## src/rtl/regfile_multiport.sv

```systemverilog
// Multi-port register file: byte-enable writes, optional write-to-read forwarding,
// write freeze, and a post-reset sweep that loads every register with a known value.

module regfile_rd_port #(
  parameter int DATA_W  = 32,
  parameter int ADDR_W  = 5,
  parameter int ZERO_R0 = 1,
  parameter int BYPASS  = 1
) (
  input  logic              busy,
  input  logic              commit,
  input  logic [ADDR_W-1:0] ra,
  input  logic [ADDR_W-1:0] wa,
  input  logic [DATA_W-1:0] merged,
  input  logic [DATA_W-1:0] rf_q,
  output logic [DATA_W-1:0] rd
);
  always_comb begin
    rd = rf_q;
    if (busy)
      rd = '0;
    else if ((ZERO_R0 != 0) && (ra == '0))
      rd = '0;
    else if ((BYPASS != 0) && commit && (ra == wa))
      rd = merged;
  end
endmodule

module regfile_multiport #(
  parameter int DATA_W    = 32,
  parameter int ADDR_W    = 5,
  parameter int NRD       = 2,
  parameter int ZERO_R0   = 1,
  parameter int BYPASS    = 1,
  parameter int INIT_MODE = 1
) (
  input  logic                  clk,
  input  logic                  rst,
  input  logic                  we,
  input  logic                  wfreeze,
  input  logic [DATA_W/8-1:0]   wbe,
  input  logic [ADDR_W-1:0]     wa,
  input  logic [DATA_W-1:0]     wd,
  input  logic [NRD*ADDR_W-1:0] ra,
  output logic [NRD*DATA_W-1:0] rd,
  output logic                  busy,
  output logic                  sweep_done
);
  localparam int NREGS = 2**ADDR_W;
  localparam int NB    = DATA_W/8;

  typedef enum logic {CLEAR, READY} state_t;

  state_t            state;
  logic [ADDR_W-1:0] ptr;
  logic [DATA_W-1:0] rf [NREGS];
  logic [DATA_W-1:0] init_val;
  logic [DATA_W-1:0] merged;
  logic              commit;

  // Sweep FSM: one register per cycle, last index hands over to READY.
  always_ff @(posedge clk) begin
    if (rst) begin
      state      <= CLEAR;
      ptr        <= '0;
      busy       <= 1'b1;
      sweep_done <= 1'b0;
    end else begin
      sweep_done <= 1'b0;
      case (state)
        CLEAR: begin
          ptr <= ptr + 1'b1;
          if (&ptr) begin
            state      <= READY;
            busy       <= 1'b0;
            sweep_done <= 1'b1;
          end
        end
        default: state <= READY;
      endcase
    end
  end

  assign init_val = (INIT_MODE != 0) ? DATA_W'(ptr) : '0;

  assign commit = !rst && (state == READY) && we && !wfreeze && (|wbe) &&
                  !((ZERO_R0 != 0) && (wa == '0));

  always_ff @(posedge clk) begin
    if (!rst) begin
      if (state == CLEAR)
        rf[ptr] <= init_val;
      else if (commit)
        for (int k = 0; k < NB; k++)
          if (wbe[k]) rf[wa][8*k +: 8] <= wd[8*k +: 8];
    end
  end

  // Word as it will look after this cycle's write; forwarded on an address hit.
  always_comb begin
    merged = rf[wa];
    for (int k = 0; k < NB; k++)
      if (wbe[k]) merged[8*k +: 8] = wd[8*k +: 8];
  end

  for (genvar p = 0; p < NRD; p++) begin : g_rd
    logic [ADDR_W-1:0] ra_p;
    assign ra_p = ra[p*ADDR_W +: ADDR_W];

    regfile_rd_port #(
      .DATA_W (DATA_W),
      .ADDR_W (ADDR_W),
      .ZERO_R0(ZERO_R0),
      .BYPASS (BYPASS)
    ) u_rd (
      .busy  (busy),
      .commit(commit),
      .ra    (ra_p),
      .wa    (wa),
      .merged(merged),
      .rf_q  (rf[ra_p]),
      .rd    (rd[p*DATA_W +: DATA_W])
    );
  end
endmodule

```

## config.mk

```make
export PLATFORM = sky130hd
export DESIGN_NAME = regfile_multiport
export DESIGN_NICKNAME = d
export VERILOG_FILES = /design/src/rtl/regfile_multiport.sv
export SDC_FILE = /design/constraint.sdc
export NUM_CORES = 2
export LEC_CHECK = 0
export CELL_PAD_IN_SITES_DETAIL_PLACEMENT = 1
export CELL_PAD_IN_SITES_GLOBAL_PLACEMENT = 2
export CORE_MARGIN = 5
export CORE_UTILIZATION = 45
export DETAILED_ROUTE_END_ITERATION = 7
export GPL_TIMING_DRIVEN = 1
export PLACE_DENSITY = 0.83
export SYNTH_ARGS = -nofsm -noshare
export SYNTH_HDL_FRONTEND = slang
export SYNTH_HIERARCHICAL = 1
export SYNTH_SLANG_ARGS = --single-unit
```

## constraint.sdc

```tcl
create_clock -name clk -period 8.6 [get_ports clk]
set_input_delay 1.72 -clock clk [delete_from_list [all_inputs] [get_ports clk]]
set_output_delay 1.72 -clock clk [all_outputs]
set_load 0.02 [all_outputs]
```

==> impl_metrics.csv <==
group,metric,value,unit
run_status,run_status,"finished with violations",
run_status,violations,"capacitance limit",
setup_path,crit_chain,"clkdlybuf4s50_1, buf_4, nor2b_4, buf_4, o221ai_1, o22ai_1, nor3_1, a22o_1, nand4_1, o21ai_0, clkdlybuf4s50_1",
place,dp_slack,0.880,ns
run,drv_cap,1,
global_routing,antenna_found_initial,5,
place,place_congestion,0.902,
sta,fin_worst_skew,0.0317,ns
clocking,postCtsHoldBufs,0,
setup_path,cp_top_family,"buffers and inverters",
setup_path,worst-r2r-setup-slack,3.27,ns
yosys,yosys_register_bits,1032,
clocking,insertion_delay,0.74,ns
setup_path,worst-setup-path-type,"in2out",
setup_path,crit_start,"wa[3]",
setup_path,reg2reg_to,"rf[16][30]",
routing,firstDrtPassIters,8,
sta,slew_headroom,1.18,%
clocking,cts_setup_buffers,0,
setup_path,crit_buf_inv,4,
layout,final_util,51.0,%
layout,num-fill-cells,11400,
pwr,leakagePower,17.9,nW
setup_path,start_kind,"input pin",
yosys,synthCells,3165,
sta,period_minus_slack,7.88,ns
sta,grt_setup_unrepaired,"no",
floorplanning,io_pins,121,
worst_hold_path,hold_depth,3,
setup_path,crit_required,6.88,ns
sta,hold_viol,0,
place,io_buffers,120,
routing,finalWirelength,209000,microns
setup_path,cpMaxStageDelayCell,"clkdlybuf4s50_1",
routing,vias,38000,
sta,worstMarginPinSlew,1.48,ns
routing,ant_nets,0,
yosys,syn-num-nets,3222,
setup_path,max_stage_delay,1.17,ns
yosys,synth_edf_count,1024,
pwr,ir_worst_vdd,154,uV
sta,hold-worst-slack,0.721,ns
clocking,numCtsBuffers,110,
pwr,powerDensity,181,mW/mm^2
clocking,cts_tree,"yes",
setup_path,reg2reg_depth,6,
clocking,htreeDepth,3,
clocking,cts-root-buf,"clkbuf_16",
floorplanning,initial_core_util,45.3,%
yosys,synth_area_per_cell,18.2,sq um
routing,wl_per_cell,41.7,microns
sta,fin_ws,0.721,ns
worst_hold_path,min_from,"ptr[0]",
layout,multi_input_area,0.0255,sq mm
worst_hold_path,worstHoldEndpoint,"ptr[0]",
routing,drt_first_iter_violations,5696,
place,post-dp-hpwl,131000,microns
yosys,yosysSeqAreaShare,53.6,%
yosys,yosys_most_used_dff,"edfxtp_1",
sta,finalSetupTns,0,ns
sta,fmax,127,MHz
layout,layout.nets,3315,
global_routing,grt_pass1_vias,39400,
yosys,yosysUniqueCellTypes,57,
worst_hold_path,hp-class,"reg2reg",
floorplanning,dieArea,0.135,sq mm
sta,setup_violations,0,
setup_path,r2r-start,"state",
clocking,clk_pin_slew,0.06,ns
sta,slew_violations,0,
pwr,power,11.7,mW
setup_path,end_kind,"output port",
layout,area_growth,12.7,%
routing,drc,0,
floorplanning,die_x,368,microns
global_routing,grtUsageTotal,30.5,%
routing,vias_per_cell,7.58,
clocking,clock-sinks,1032,
clocking,ctsResizeCount,0,
layout,regArea,0.0309,sq mm
setup_path,worstPathMaxFanout,17,
global_routing,overflow,0,
floorplanning,core_area,0.127,sq mm
layout,drive_above_1_share,39.0,%
clocking,cts_buffer_depth,3,
sta,fin_crit_sh,91.6,%
yosys,netlist_area,0.0576,sq mm
yosys,yosys_warnings,6,
yosys,async_reset_ff_share,0,%
global_routing,grt_pass1_wl,298000,microns
global_routing,grt_max_degree,96,
floorplanning,die_h,368,microns
setup_path,arrival,6.16,ns
floorplanning,rows,131,
-- worst register-to-register path: stages (launching register included) --
cell and delay, ns:
dfxtp_1 0.81, and4bb_2 0.54, o311a_4 0.42, buf_4 0.50, mux2i_1 0.91, nand2_1 0.63
nor2_1 1.13
-- per-layer routing --
| metal | vias to the layer above | track usage (%) | share of wire, % |
|---|---|---|---|
| met3 | 579 | 9.60 | 13 |
| met5 | - | 0 | 0 |
| met4 | 0 | 14.4 | 5.5 |
| li1 | 14100 | - | - |
| met1 | 20300 | 39.9 | 35 |
| met2 | 3051 | 46.9 | 46 |
-- worst max path at each step --
stage                        end  slack [ns]  cells past startpoint
after floorplan           rd[36]        2.80                     11
after global placement    rd[14]        0.97                     11
after detailed placement  rd[14]        0.88                      7
after CTS                 rd[14]        0.89                     11
after global routing      rd[14]        0.74                      7
final                     rd[14]        0.72                     11
-- cells in the mapped netlist, types with 3 or more instances --
cell type | count | share of area, %
a21oi_1 | 37 | 0.32
dfxtp_1 | 8 | 0.28
nand4_1 | 71 | 0.77
buf_2 | 102 | 0.89
nand4b_1 | 3 | 0.046
o22ai_1 | 81 | 0.88
nor2_1 | 137 | 0.89
nand2_1 | 96 | 0.63
o221ai_1 | 59 | 0.90
a22o_1 | 28 | 0.43
mux2i_1 | 133 | 2.3
o311ai_0 | 4 | 0.061
buf_4 | 4 | 0.052
nor3_1 | 41 | 0.36
mux4_2 | 830 | 32
clkbuf_1 | 184 | 1.2
a221oi_1 | 4 | 0.061
edfxtp_1 | 1024 | 53
nand3_1 | 19 | 0.16
xor2_1 | 10 | 0.15
and2_1 | 31 | 0.34
o21ai_1 | 10 | 0.087
buf_1 | 16 | 0.10
o21ai_0 | 88 | 0.76
xnor2_1 | 3 | 0.046
nand2b_1 | 7 | 0.076
nor2b_1 | 7 | 0.076
mux2_2 | 84 | 1.6
-- state kept, by name, indices dropped and copies added (netlist names) --
signal,count
ptr,5
state,1
rf,1024
sweep_done,1
busy,1
-- power by group --
part / leakage (nW) / internal (mW) / total [mW] / switching, mW
Combinational: 7.99 / 0.446 / 1.08 / 0.635
Clock: 1.85 / 2.99 / 5.12 / 2.13
Sequential: 8.10 / 5.50 / 5.53 / 0.0272
Total: 17.9 / 8.93 / 11.7 / 2.80
-- cell families (layout without fill, tap and decap cells) --
group                    count (synthesis)  count (layout)  share of synthesized area (%)
AND/OR/NAND/NOR                        426             426                           3.57
XOR/XNOR                                13              13                          0.198
multiplexers                          1050            1050                           36.5
other                                    0               4                              0
flip-flops                            1032            1032                           53.6
adder cells (fa/ha/maj)                  2               2                         0.0434
buffers and inverters                  311             493                           2.29
AO/OA/AOI/OAI                          331             331                           3.78
-- stage by stage --
stage,cells,instance area (sq um)
finish,5013,65000
floorplan,3165,57600
global route,5009,65000
global placement,4807,61200
detailed placement,4807,61200
CTS,5008,65000
-- layout by cell type, fill, tap and decap left out, types with 28 or more instances in the layout --
cell             netlist  final
a21oi_1               37     37
a22o_1                28     28
buf_4                  4    156
clkbuf_16              0    111
clkdlybuf4s50_1        0    106
edfxtp_1            1024   1024
mux2_2                84     84
mux2i_1              133    133
mux4_2               830    830
nand2_1               96     96
nand4_1               71     71
nor2_1               137    123
nor3_1                41     37
o21ai_0               88     88
o221ai_1              59     59
o22ai_1               81     81
-- area by class of cell --
class | instances | area share, %
Inverter | 3 | 0.0173
Timing Repair Buffer | 289 | 4.12
Tap cell | 1662 | 3.20
Multi-Input combinational cell | 1822 | 39.3
Antenna cell | 4 | 0.0154
Sequential cell | 1032 | 47.6
Clock inverter | 77 | 1.48
Clock buffer | 124 | 4.35
No activity file was read; power rests on OpenSTA's default activity.
